--- config.mk ---
export PLATFORM = sky130hd
export DESIGN_NAME = serial_instr_rx
export DESIGN_NICKNAME = d
export VERILOG_FILES = /design/src/rtl/serial_instr_rx.sv
export SDC_FILE = /design/constraint.sdc
export NUM_CORES = 1
export LEC_CHECK = 0
export CORE_MARGIN = 10
export CORE_UTILIZATION = 55
export DETAILED_ROUTE_END_ITERATION = 7
export PLACE_DENSITY = 0.8
export SLEW_MARGIN = 20
export SYNTH_ARGS = -nofsm -noshare
export SYNTH_HDL_FRONTEND = slang
export SYNTH_SLANG_ARGS = --single-unit
--- constraint.sdc ---
create_clock -name clk -period 2.7 [get_ports clk]
set_input_delay 0.81 -clock clk [delete_from_list [all_inputs] [get_ports clk]]
set_output_delay 0.81 -clock clk [all_outputs]
set_load 0.01 [all_outputs]
--- src/rtl/serial_instr_rx.sv ---
// serial_instr_rx: four-phase serial instruction receiver with frame timeout and FWFT FIFO.
// Define SERIAL_INSTR_RX_PARITY_CHECK_EN to append a trailing even-parity bit to each frame.
module serial_instr_rx #(
  parameter int WIDTH   = 10,
  parameter int DEPTH   = 4,
  parameter int TIMEOUT = 1000
) (
  input  logic                     clk,
  input  logic                     reset,
  input  logic                     data_bit,
  input  logic                     confirm_bit,
  input  logic                     clear,
  output logic                     data_ready,
  output logic [WIDTH-1:0]         instr,
  output logic                     instr_valid,
  input  logic                     instr_ready,
  output logic [$clog2(DEPTH):0]   fifo_count,
  output logic                     overflow,
  output logic                     parity_err
);
`ifdef SERIAL_INSTR_RX_PARITY_CHECK_EN
  localparam int FRAME = WIDTH + 1;
`else
  localparam int FRAME = WIDTH;
`endif
  localparam int CW  = $clog2(FRAME);
  localparam int TW  = $clog2(TIMEOUT);
  localparam int AW  = $clog2(DEPTH);
  localparam int NW  = AW + 1;
  typedef enum logic {WAIT_LOW, READY} state_t;
  state_t            state_q, state_d;
  logic [CW-1:0]     cnt_q, cnt_d;
  logic [FRAME-2:0]  shift_q, shift_d;
  logic [TW-1:0]     tmo_q, tmo_d;
  logic [AW-1:0]     rd_q, rd_d, wr_q, wr_d, rd_nx;
  logic [NW-1:0]     count_q, count_d;
  logic [WIDTH-1:0]  instr_q, instr_d, payload;
  logic              overflow_q, overflow_d, parity_err_q, parity_err_d;
  logic [WIDTH-1:0]  mem_q [DEPTH];
  logic [FRAME-1:0]  frame;
  logic              cap, abort, done, tmo_fire, par_ok, push_req, push, pop;
  always_ff @(posedge clk or negedge reset)
    if (!reset) state_q <= WAIT_LOW;
    else state_q <= state_d;
  // Both states leave on confirm_bit: low arms READY, high (in READY) is a capture or abort.
  always_comb state_d = confirm_bit ? WAIT_LOW : READY;
  always_comb data_ready = state_q == READY;
  always_comb begin
    cap      = state_q == READY && confirm_bit && !clear;
    abort    = state_q == READY && confirm_bit && clear;
    done     = cap && cnt_q == CW'(FRAME - 1);
    frame    = {shift_q, data_bit};
    tmo_fire = cnt_q != '0 && !cap && tmo_q == TW'(TIMEOUT - 1);
`ifdef SERIAL_INSTR_RX_PARITY_CHECK_EN
    payload  = frame[FRAME-1:1];
    par_ok   = ~^frame;
`else
    payload  = frame;
    par_ok   = 1'b1;
`endif
    cnt_d    = (abort || tmo_fire || done) ? '0 : cap ? cnt_q + CW'(1) : cnt_q;
    shift_d  = (abort || tmo_fire || done) ? '0 : cap ? frame[FRAME-2:0] : shift_q;
    tmo_d    = (cap || abort || tmo_fire || cnt_q == '0) ? '0 : tmo_q + TW'(1);
    pop      = count_q != '0 && instr_ready;
    push_req = done && par_ok;
    push     = push_req && (count_q != NW'(DEPTH) || pop);
    count_d  = count_q + NW'(push) - NW'(pop);
    rd_nx    = rd_q + AW'(1);
    rd_d     = pop ? rd_nx : rd_q;
    wr_d     = push ? wr_q + AW'(1) : wr_q;
    // The head register follows whatever entry will sit at rd after this edge; it holds when emptied.
    instr_d  = (push && (count_q == '0 || (pop && count_q == NW'(1)))) ? payload :
               (pop && count_q > NW'(1)) ? mem_q[rd_nx] : instr_q;
    overflow_d   = abort ? 1'b0 : (push_req && !push) ? 1'b1 : overflow_q;
    parity_err_d = done && !par_ok;
  end
  always_ff @(posedge clk or negedge reset)
    if (!reset) begin
      cnt_q        <= '0;
      shift_q      <= '0;
      tmo_q        <= '0;
      rd_q         <= '0;
      wr_q         <= '0;
      count_q      <= '0;
      instr_q      <= '0;
      overflow_q   <= 1'b0;
      parity_err_q <= 1'b0;
    end else begin
      cnt_q        <= cnt_d;
      shift_q      <= shift_d;
      tmo_q        <= tmo_d;
      rd_q         <= rd_d;
      wr_q         <= wr_d;
      count_q      <= count_d;
      instr_q      <= instr_d;
      overflow_q   <= overflow_d;
      parity_err_q <= parity_err_d;
    end
  always_ff @(posedge clk)
    if (push) mem_q[wr_q] <= payload;
  always_comb begin
    instr       = instr_q;
    instr_valid = count_q != '0;
    fifo_count  = count_q;
    overflow    = overflow_q;
    parity_err  = parity_err_q;
  end
endmodule

==> results of run 1 <==
==> kinds of logic after synthesis <==
family	after synthesis	share of synthesized area, %
AO/OA/AOI/OAI	29	6.34
XOR/XNOR	12	3.03
adder cells (fa/ha/maj)	12	4.54
buffers and inverters	24	3.13
flip-flops	82	64.8
multiplexers	12	7.13
other	1	0.108
AND/OR/NAND/NOR	78	10.9
==> per-stage QoR <==
stage          power, mW  hold WS (ns)  area, um2  TNS (ns)  instances
2_1_floorplan       2.14         0.455       3470         0        250
6_report            3.28         0.454       4030         0        370
3_3_place_gp        2.49         0.471       3850    -0.232        354
3_5_place_dp        2.53         0.496       3850    -0.361        354
5_1_grt             3.50         0.482       4030         0        370
4_1_cts             3.33         0.476       4030         0        370
==> state kept, by name, indices dropped and copies added, names as in the netlist <==
register / cells
rd_q: 2
cnt_q: 4
wr_q: 2
instr: 10
fifo_count: 3
tmo_q: 10
mem_q: 40
shift_q: 9
data_ready: 1
overflow: 1
==> cell usage in the layout (no fill, tap or decap), types with 2 or more instances in the layout <==
cell,Yosys,final
sky130_fd_sc_hd__dfrtp_1,42,42
sky130_fd_sc_hd__edfxtp_1,40,40
sky130_fd_sc_hd__nand2_1,27,27
sky130_fd_sc_hd__nor2_1,26,26
sky130_fd_sc_hd__clkdlybuf4s50_1,0,20
sky130_fd_sc_hd__buf_4,2,17
sky130_fd_sc_hd__inv_1,13,13
sky130_fd_sc_hd__a31oi_1,11,11
sky130_fd_sc_hd__a22o_1,11,11
sky130_fd_sc_hd__ha_1,11,11
sky130_fd_sc_hd__clkbuf_8,0,11
sky130_fd_sc_hd__mux4_2,10,10
sky130_fd_sc_hd__xnor2_1,9,9
sky130_fd_sc_hd__and2_1,5,5
sky130_fd_sc_hd__nand3_1,5,5
sky130_fd_sc_hd__xor2_1,3,3
sky130_fd_sc_hd__nor3_1,3,3
sky130_fd_sc_hd__clkbuf_1,3,3
sky130_fd_sc_hd__inv_2,2,2
sky130_fd_sc_hd__nor4_1,2,2
sky130_fd_sc_hd__and3b_1,2,2
sky130_fd_sc_hd__o21ai_1,2,2
==> critical path, cell delays in order <==
cell	delay, ns
sky130_fd_sc_hd__clkdlybuf4s50_1	0.44
sky130_fd_sc_hd__nor4_1	0.37
sky130_fd_sc_hd__nor2_2	0.10
sky130_fd_sc_hd__inv_1	0.08
sky130_fd_sc_hd__ha_1	0.23
sky130_fd_sc_hd__inv_1	0.06
sky130_fd_sc_hd__ha_1	0.13
sky130_fd_sc_hd__inv_1	0.05
sky130_fd_sc_hd__fa_1	0.37
sky130_fd_sc_hd__xor2_1	0.17
==> per-layer routing <==
layer | share of wire, % | track usage (%)
met4 | 1.4 | 5.07
met5 | 0 | 0
met3 | 6.1 | 4.71
met2 | 49 | 22.5
met1 | 43 | 17.6
==> worst paths after layout <==
kind | to | slack [ns] | cells after the start
worst max-delay path | fifo_count[2]$_DFF_PN0_ | 0.14 | 10
worst min-delay path | tmo_q[9]$_DFF_PN0_ | 0.45 | 1
worst max register to register | fifo_count[2]$_DFF_PN0_ | 0.32 | 12
worst min register to register | tmo_q[0]$_DFF_PN0_ | 0.52 | 1
max in group asynchronous | instr[7]$_DFFE_PN0P_ | 1.66 | 2
min in group clk | tmo_q[0]$_DFF_PN0_ | 0.52 | 1
==> report_power, final <==
part           switching (mW)  internal (mW)
combinational           0.356          0.490
clock                   0.410          0.386
sequential              0.197           1.45
==> cell type report <==
class                           instances  area, um2
Tap cell                               75       93.8
Clock buffer                           14        163
Fill cell                             438       2000
Timing Repair Buffer                   38        333
Inverter                               15       56.3
Sequential cell                        82       2250
Multi-Input combinational cell        144       1110
Clock inverter                          2       13.8
==> metrics.sh, run 1 <==
NETLIST.AREA_LEADER.SHARE_PCT=34.6
TIGHTEST_SLEW_NS=0.708
CTS_SETUP_BUFFERS=0
YOSYS_WARNINGS=0
POST_CTS_RESIZE_COUNT=0
LEAK_PWR_nW=1.69
FINALCRITPERIODSHARE_PCT=94.9
HOLD_PATH.CLASS='primary input to asynchronous set/reset pin'
DIODES=0
WORST-PATH-MAX-FANOUT=2
SYN-MEAN-INSTANCE-AREA_UM2=13.9
ARRIVAL_NS=2.80
WORSTREG2REGSTART='cnt_q[1]$_DFFE_PN0P_'
FFS_LATCHES_SYNTH=82
CRITICALPATHCATEGORY='primary input to flip-flop'
CRITPATHCAPTURETYPE='flip-flop'
SYNTH-ASYNC-RESET-RATIO_PCT=51.2
POST_SYNTH_INSTANCE_AREA_UM2=3470
DETAILED_ROUTE_VIA_COUNT=2092
CTS_HOLD_BUF=0
CLOCK_TREE_FROM_TRITONCTS='yes'
PORTBUFFERS=21
SYNTHTOPCELLSBYCOUNT='sky130_fd_sc_hd__dfrtp_1, sky130_fd_sc_hd__edfxtp_1, sky130_fd_sc_hd__nand2_1'
REQUIRED_NS=2.94
RUN_STATUS='finished clean'
MAX_FREQ_MHz=390
CLOCK_TREE.HTREE_LEVEL_COUNT=3
DRIVE_GT1_SHARE_PCT=16.6
DETAILEDROUTE.FIRSTPASSITERATIONCOUNT=4
TRACK_USAGE_PCT=14.2
NUMBER_OF_ANTENNA_VIOLATIONS_AT_THE_FIRST_CHECK_IN_GLOBAL_ROUTING=0
CTS_ROOT_BUFFER='sky130_fd_sc_hd__clkbuf_8'
DIE_HEIGHT_UM=99.5
FINALWORSTPATHREQUIREDPERIOD_NS=2.56
MAXSLEWVIOLCOUNT=0
WORSTSETUPSTARTPOINTTYPE='primary input'
DRT-WIRELENGTH-PER-CELL_UM=17.7
IR_DROP_mV=0.449
DPL_WORST_SLACK_NS=-0.192
BOUNDARYPINS=23
NUMCLOCKSINKS=82
MAX_CAP_VIOLATIONS=0
CTS_BUFFERS=9
FP-ROW-COUNT=28
GPL.FINAL_WEIGHTED_CONGESTION=0.726
HOLD_VIOL_FINAL=0
MAXIMUM_NUMBER_OF_PINS_ON_ONE_NET_BEFORE_GLOBAL_ROUTE_REPAIR=26
HPWL_UM=4170
WORST_SLEW_MARGIN_REL_PCT=52.8
DRC_ERRORS=0
SYNTHTOPCELLSBYAREA='sky130_fd_sc_hd__edfxtp_1, sky130_fd_sc_hd__dfrtp_1, sky130_fd_sc_hd__mux4_2'
CORE_AREA_UM2=6030
POWER_DENSITY_nW_PER_UM2=816
TOTALWIRELENGTH_UM=6530
LIBRARY_CELL_WITH_THE_LARGEST_SUMMED_AREA_AFTER_SYNTHESIS='sky130_fd_sc_hd__edfxtp_1'
TIMING.CRITICAL_PATH.FROM='instr_ready'
DETAILEDROUTE.FIRSTITERATIONVIOLATIONS=149
SYN_INST=250
GRT_PASS1_VIAS=2098
CLKTRANSATPATHREGS_NS=0.08
FP.DIEAREA_UM2=9900
DIE_W_UM=99.5
WORST_SKEW_PAIR.LATE_LATENCY_NS=0.35
SYNTHFLOPTYPE='sky130_fd_sc_hd__dfrtp_1'
NUMBER_OF_ENABLE_FLIP_FLOP_CELLS_AFTER_SYNTHESIS=40
FINAL.SETUP.WORST_SLACK_NS=0.137
UTILIZATION_PCT=66.8
INITIAL_CORE_UTILIZATION_PCT=57.7
SYN_NETS=268
SYNTH.MOST_COMMON_CELL='sky130_fd_sc_hd__dfrtp_1'
DESIGN.FINAL.NETS=308
GRT_PASS1_WL_UM=11000
NETLIST-CELL-TYPE-COUNT=39
SYN_TO_FINAL_GROWTH_PCT=15.8
FINALSETUPVIOLATIONS=0
POSTROUTEANTENNANETS=0
GLOBALROUTEOVERFLOWTOTAL=0
RSZ_0062_RAISED_AFTER_GLOBAL_ROUTING='no'
POST_SYNTHESIS_SEQUENTIAL_AREA_RATIO_PCT=64.8
BUFFER_DEPTH_OF_THE_LONGEST_CLOCK_PATH=2
ROUTE.DETAILED.VIAS_PER_INST=5.65
SKEW_NS=0.0106
(Power assumes the default switching activity.)
==> inputs of run 2 (changes only) <==
--- a/config.mk
+++ b/config.mk
@@ -6,10 +6,11 @@
 export NUM_CORES = 1
 export LEC_CHECK = 0
 export CORE_MARGIN = 10
-export CORE_UTILIZATION = 55
+export CORE_UTILIZATION = 25
 export DETAILED_ROUTE_END_ITERATION = 7
-export PLACE_DENSITY = 0.8
+export PLACE_DENSITY = 0.45
 export SLEW_MARGIN = 20
 export SYNTH_ARGS = -nofsm -noshare
 export SYNTH_HDL_FRONTEND = slang
 export SYNTH_SLANG_ARGS = --single-unit
+export TNS_END_PERCENT = 50
==> run 2 against run 1 <==
Worst hold slack worse by 0.021 ns. Die area grew 92%. Maximum frequency is 2.3% higher. Global-route usage down 5.7 points. Clock-buffer cell count is 3 lower. Total power rose by 15%. Cell area rose by 8.2%. Critical path depth is 1 higher. Non-clock buffer count up 1. Highest routed layer unchanged.
==> metrics.sh, run 2 (synthesis gave the netlist of run 1 again) <==
OVERALL_POWER_mW=3.77
CTS_HOLD_BUF=0
POWER_INTERNAL_mW=2.70
RUN_STATUS='finished clean'
MOST-COMMON-LAYOUT-CELLS='sky130_fd_sc_hd__dfrtp_1, sky130_fd_sc_hd__edfxtp_1, sky130_fd_sc_hd__nand2_1, sky130_fd_sc_hd__nor2_1, sky130_fd_sc_hd__clkdlybuf4s50_1'
TIMING.REG2REG.SETUP_SLACK_NS=0.37
TRACK_USAGE_PCT=8.47
HPWL_UM=4700
LARGEST_REGISTER='mem_q'
REQUIRED_NS=2.92
FINALWORSTPATHREQUIREDPERIOD_NS=2.51
FP-ROW-COUNT=43
IR_DROP_mV=0.398
POST_CTS_RESIZE_COUNT=0
GPL.FINAL_WEIGHTED_CONGESTION=0.690
MAXSLEWVIOLCOUNT=0
WORST_SLEW_MARGIN_REL_PCT=56.8
CTS_BUFFERS=9
FINALCRITPERIODSHARE_PCT=92.8
WORST-PATH-MAX-FANOUT=2
CORE_AREA_UM2=13800
P_SW_SHARE_PCT=28.3
FP.DIEAREA_UM2=19000
HOLD_PATH.CLASS='primary input to asynchronous set/reset pin'
POWER_DENSITY_nW_PER_UM2=865
CTS_ROOT_BUFFER='sky130_fd_sc_hd__clkbuf_16'
DRIVE_GT1_SHARE_PCT=17.6
DIE_W_UM=138
WHS_NS=0.434
DRT-WIRELENGTH-PER-CELL_UM=15.3
COMB_POWER_SHARE_PCT=23.7
BOUNDARYPINS=23
CLOCK_TREE_FROM_TRITONCTS='yes'
PORTBUFFERS=21
RSZ_0062_RAISED_AFTER_GLOBAL_ROUTING='no'
CLOCK_TREE.HTREE_LEVEL_COUNT=3
DETAILEDROUTE.FIRSTPASSITERATIONCOUNT=5
CRITPATHCAPTURETYPE='flip-flop'
LARGEST_REGISTER_FFS=40
HOLD_VIOL_FINAL=0
LEAK_PWR_nW=1.76
SWITCHINGPOWER_mW=1.07
DESIGN.FINAL.NETS=309
TIGHTEST_SLEW_NS=0.648
SKEW_NS=0.00562
MAX_CAP_VIOLATIONS=0
DIODES=0
NUMBER_OF_ANTENNA_VIOLATIONS_AT_THE_FIRST_CHECK_IN_GLOBAL_ROUTING=0
FINALSETUPVIOLATIONS=0
GRT_PASS1_WL_UM=12200
TOTALWIRELENGTH_UM=7270
ARRIVAL_NS=2.73
DIE_HEIGHT_UM=138
SHARE_SEQ_OF_TOTAL_POWER_PCT=43.3
CTS_SETUP_BUFFERS=0
CRITICALPATHCATEGORY='primary input to flip-flop'
P_CLK_SHARE_PCT=33.0
GLOBALROUTEOVERFLOWTOTAL=0
INITIAL_CORE_UTILIZATION_PCT=25.2
SETUP_TOTAL_NEGATIVE_SLACK_NS=0
MOST_FREQUENT_STANDARD_CELL_IN_THE_LAYOUT_EXCLUDING_FILL_AND_TAP_CELLS='sky130_fd_sc_hd__dfrtp_1'
ROUTE.DETAILED.VIAS_PER_INST=4.34
GRT_PASS1_VIAS=2217
SYN_TO_FINAL_GROWTH_PCT=25.4
DETAILED_ROUTE_VIA_COUNT=2068
MAXIMUM_NUMBER_OF_PINS_ON_ONE_NET_BEFORE_GLOBAL_ROUTE_REPAIR=25
BUFFER_DEPTH_OF_THE_LONGEST_CLOCK_PATH=2
DETAILEDROUTE.FIRSTITERATIONVIOLATIONS=160
CLKTRANSATPATHREGS_NS=0.06
WORST_SKEW_PAIR.LATE_LATENCY_NS=0.33
FILLERS=1422
DRC_ERRORS=0
WORSTSETUPSTARTPOINTTYPE='primary input'
NUMCLOCKSINKS=82
FINAL.SETUP.WORST_SLACK_NS=0.195
UTILIZATION_PCT=31.6
MAX_FREQ_MHz=399
POSTROUTEANTENNANETS=0
DPL_WORST_SLACK_NS=-0.166
[run 2: per-stage QoR]
step           instances  area [um2]
6_report             476        4360
5_1_grt              476        4360
4_1_cts              476        4360
3_5_place_dp         460        4050
3_3_place_gp         460        4050
2_1_floorplan        250        3470
[run 2: area by class of cell]
type	instances	area (um2)	share of cell area, %
inverter	15	56.3	1.29
multi-input combinational	144	1110	25.6
sequential	82	2250	51.7
timing repair buffer	39	403	9.25
tap	180	225	5.17
clock buffer	11	243	5.57
clock inverter	5	62.6	1.44
[run 2: power by group through the flow]
stage	Combinational, mW	Sequential [mW]	Clock (mW)
floorplan	0.523	1.62	0
global placement	0.901	1.66	0
detailed placement	0.913	1.67	0
CTS	0.917	1.64	1.29
global route	0.989	1.67	1.33
finish	0.893	1.63	1.24
[run 2: worst max-delay path, stage by stage]
cell and delay (ns):
sky130_fd_sc_hd__clkdlybuf4s50_1 0.47, sky130_fd_sc_hd__and3b_1 0.18, sky130_fd_sc_hd__nand2_1 0.07, sky130_fd_sc_hd__nor2_2 0.10
sky130_fd_sc_hd__inv_1 0.05, sky130_fd_sc_hd__ha_1 0.28, sky130_fd_sc_hd__inv_1 0.05, sky130_fd_sc_hd__ha_1 0.13
sky130_fd_sc_hd__inv_1 0.05, sky130_fd_sc_hd__fa_1 0.37, sky130_fd_sc_hd__xor2_1 0.17
[run 2: path summary, 6_finish.rpt]
check | cells after the start | start | endpoint
setup reg to reg | 12 | cnt_q[1]$_DFFE_PN0P_ | fifo_count[2]$_DFF_PN0_
hold / removal | 1 | reset | tmo_q[6]$_DFF_PN0_
min in group clk | 1 | tmo_q[0]$_DFF_PN0_ | tmo_q[0]$_DFF_PN0_
hold reg to reg | 1 | tmo_q[0]$_DFF_PN0_ | tmo_q[0]$_DFF_PN0_
max in group asynchronous | 2 | reset | rd_q[1]$_DFFE_PN0P_
setup / recovery | 11 | confirm_bit | fifo_count[2]$_DFF_PN0_
[run 2: metal layers]
layer | track usage, % | part of all wire [%] | routed length (um) | vias up
met4 | 3.13 | 1.3 | 95 | 0
met1 | 11.9 | 51 | 3680 | 1032
li1 | - | - | - | 986
met5 | 0 | 0 | 0 | -
met3 | 2.39 | 5.0 | 364 | 8
met2 | 12.1 | 43 | 3130 | 42
==> inputs of run 3 (changes only) <==
==> constraint.sdc (replaced) <==
create_clock -name clk -period 2.8 [get_ports clk]
set_input_delay 0.84 -clock clk [delete_from_list [all_inputs] [get_ports clk]]
set_output_delay 0.84 -clock clk [all_outputs]
set_load 0.01 [all_outputs]
==> run 3 against run 2 <==
Worst hold slack better by 0.075 ns. Sequential power down 2%. Register-to-register slack better by 0.09 ns. Clock power down 10%. Die area unchanged. Critical endpoint unchanged. Via count down 0.48%. Non-clock buffer count down 3. Utilization down 0.77 points. Clock-buffer cell count down 2. Sequential share of layout area up 1.3 points.
==> metrics.sh, run 3 (synthesis gave the netlist of run 1 again) <==
MAXSLEWVIOLCOUNT=0
NUMBER_OF_ANTENNA_VIOLATIONS_AT_THE_FIRST_CHECK_IN_GLOBAL_ROUTING=0
HOLD_VIOL_FINAL=0
PORTBUFFERS=21
HOLD_PATH.CLASS='flip-flop to flip-flop'
FILLERS=1410
WORST_SKEW_PAIR.LATE_LATENCY_NS=0.34
GLOBALROUTEOVERFLOWTOTAL=0
BOUNDARYPINS=23
MOST_FREQUENT_STANDARD_CELL_IN_THE_LAYOUT_EXCLUDING_FILL_AND_TAP_CELLS='sky130_fd_sc_hd__dfrtp_1'
POSTROUTEANTENNANETS=0
CORE_AREA_UM2=13800
DIODES=0
CRITICALPATHCATEGORY='primary input to flip-flop'
PLACED_CELL_AREAS_UM2=3970
NUMCLOCKSINKS=82
SWITCHINGPOWER_mW=1.03
DETAILEDROUTE.FIRSTITERATIONVIOLATIONS=125
CTS_SETUP_BUFFERS=0
MAX_CAP_VIOLATIONS=0
CLOCK_TREE_FROM_TRITONCTS='yes'
TIGHTEST_SLEW_NS=0.775
POST_CTS_RESIZE_COUNT=0
WORSTHOLDPATHCELLS=1
DRC_ERRORS=0
P_CLK_SHARE_PCT=31.7
MOST-COMMON-LAYOUT-CELLS='sky130_fd_sc_hd__dfrtp_1, sky130_fd_sc_hd__edfxtp_1, sky130_fd_sc_hd__nand2_1, sky130_fd_sc_hd__nor2_1, sky130_fd_sc_hd__clkdlybuf4s50_1'
CTS_ROOT_BUFFER='sky130_fd_sc_hd__clkbuf_16'
CP_SLOWEST_CELL='sky130_fd_sc_hd__clkdlybuf4s50_1'
CRITPATHCAPTURETYPE='flip-flop'
TIMING.REG2REG.SETUP_SLACK_NS=0.46
SHARE_SEQ_OF_TOTAL_POWER_PCT=45.3
FINAL_AREA_UM2=4250
CLOCK_TREE.HTREE_LEVEL_COUNT=3
DETAILEDROUTE.FIRSTPASSITERATIONCOUNT=4
WORST_SLEW_MARGIN_REL_PCT=48.3
BUFFER_DEPTH_OF_THE_LONGEST_CLOCK_PATH=2
DRIVE_GT1_SHARE_PCT=17.1
MAX_FREQ_MHz=389
RUN_STATUS='finished clean'
ARRIVAL_NS=2.79
FP.DIEAREA_UM2=19000
SYN_TO_FINAL_GROWTH_PCT=22.3
POWER_INTERNAL_mW=2.48
GPL.FINAL_WEIGHTED_CONGESTION=0.716
CRITICAL_PATH_CELL_COUNT=11
REQUIRED_NS=3.02
DRT-WIRELENGTH-PER-CELL_UM=15.1
LARGEST_REGISTER='mem_q'
RSZ_0062_RAISED_AFTER_GLOBAL_ROUTING='no'
OVERALL_POWER_mW=3.51
LEAK_PWR_nW=1.73
FINAL.SETUP.WORST_SLACK_NS=0.230
WORSTSETUPSTARTPOINTTYPE='primary input'
INITIAL_CORE_UTILIZATION_PCT=25.2
CTS_BUFFERS=9
TRACK_USAGE_PCT=8.32
DIE_HEIGHT_UM=138
DETAILED_ROUTE_VIA_COUNT=2058
CPPEAKSTAGEDELAY_NS=0.42
FINALCRITPERIODSHARE_PCT=91.8
WORST-PATH-MAX-FANOUT=2
IR_DROP_mV=0.469
CRIT_PATH_CELL_TRACE='clkdlybuf4s50_1, and3b_1, nand2_1, nor2_2, inv_1, ha_1, inv_1, ha_1, inv_1, fa_1, xor2_1'
DPL_WORST_SLACK_NS=-0.115
FINALWORSTPATHREQUIREDPERIOD_NS=2.57
CP.BUFFERS_INVERTERS=4
PATH_COMMON_CELL='sky130_fd_sc_hd__inv_1'
DIE_W_UM=138
POWER_DENSITY_nW_PER_UM2=827
LARGEST_REGISTER_FFS=40
CPLARGESTDELAYFAMILY='adder cells'
MAXIMUM_NUMBER_OF_PINS_ON_ONE_NET_BEFORE_GLOBAL_ROUTE_REPAIR=43
GRT_PASS1_VIAS=2240
FINALSETUPVIOLATIONS=0
WHS_NS=0.509
GRT_PASS1_WL_UM=12100
CTS_HOLD_BUF=0
ROUTE.DETAILED.VIAS_PER_INST=4.35
COMB_POWER_SHARE_PCT=23.0
P_SW_SHARE_PCT=29.4
DESIGN.FINAL.NETS=306
CLKTRANSATPATHREGS_NS=0.06
TOTALWIRELENGTH_UM=7130
WORST-R2R-CELL-COUNT=12
SKEW_NS=0.00857
HPWL_UM=4560
FP-ROW-COUNT=43
run 3: per-stage QoR:
stage	cells	utilization (%)	setup TNS, ns
2_1_floorplan	250	-	0
3_3_place_gp	457	28.8	-0.0943
3_5_place_dp	457	28.8	-0.201
4_1_cts	473	30.9	0
5_1_grt	473	30.9	0
6_report	473	30.9	0
run 3: final cells by class:
type | count | area, um2 | area share, %
flip-flops and latches | 82 | 2250 | 53.0
well taps | 180 | 225 | 5.30
clock inverters | 7 | 58.8 | 1.38
clock buffers | 9 | 225 | 5.30
multi-input cells | 144 | 1110 | 26.2
inverters | 15 | 56.3 | 1.33
repair buffers | 36 | 318 | 7.48
run 3: layer usage:
| metal | share of wire (%) | global-route usage [%] | up-vias |
|---|---|---|---|
| li1 | - | - | 972 |
| met4 | 1.2 | 2.61 | 0 |
| met1 | 48 | 10.9 | 1039 |
| met2 | 46 | 12.6 | 41 |
| met3 | 5.0 | 2.97 | 6 |
| met5 | 0 | 0 | - |
run 3: path summary, 6_finish.rpt:
| check | to | from |
|---|---|---|
| hold reg to reg | tmo_q[0]$_DFF_PN0_ | tmo_q[0]$_DFF_PN0_ |
| hold / removal | tmo_q[0]$_DFF_PN0_ | tmo_q[0]$_DFF_PN0_ |
| min in group asynchronous | instr[0]$_DFFE_PN0P_ | reset |
| setup reg to reg | fifo_count[2]$_DFF_PN0_ | cnt_q[1]$_DFFE_PN0P_ |
| max in group asynchronous | tmo_q[2]$_DFF_PN0_ | reset |
| setup / recovery | fifo_count[2]$_DFF_PN0_ | clear |
run 3: power groups by stage:
| stage | clock [mW] | combinational (mW) | sequential, mW |
|---|---|---|---|
| 3_5_place_dp | 0 | 0.826 | 1.63 |
| 3_3_place_gp | 0 | 0.818 | 1.63 |
| 6_report | 1.11 | 0.808 | 1.59 |
| 4_1_cts | 1.15 | 0.831 | 1.61 |
| 2_1_floorplan | 0 | 0.504 | 1.56 |
| 5_1_grt | 1.21 | 0.908 | 1.63 |
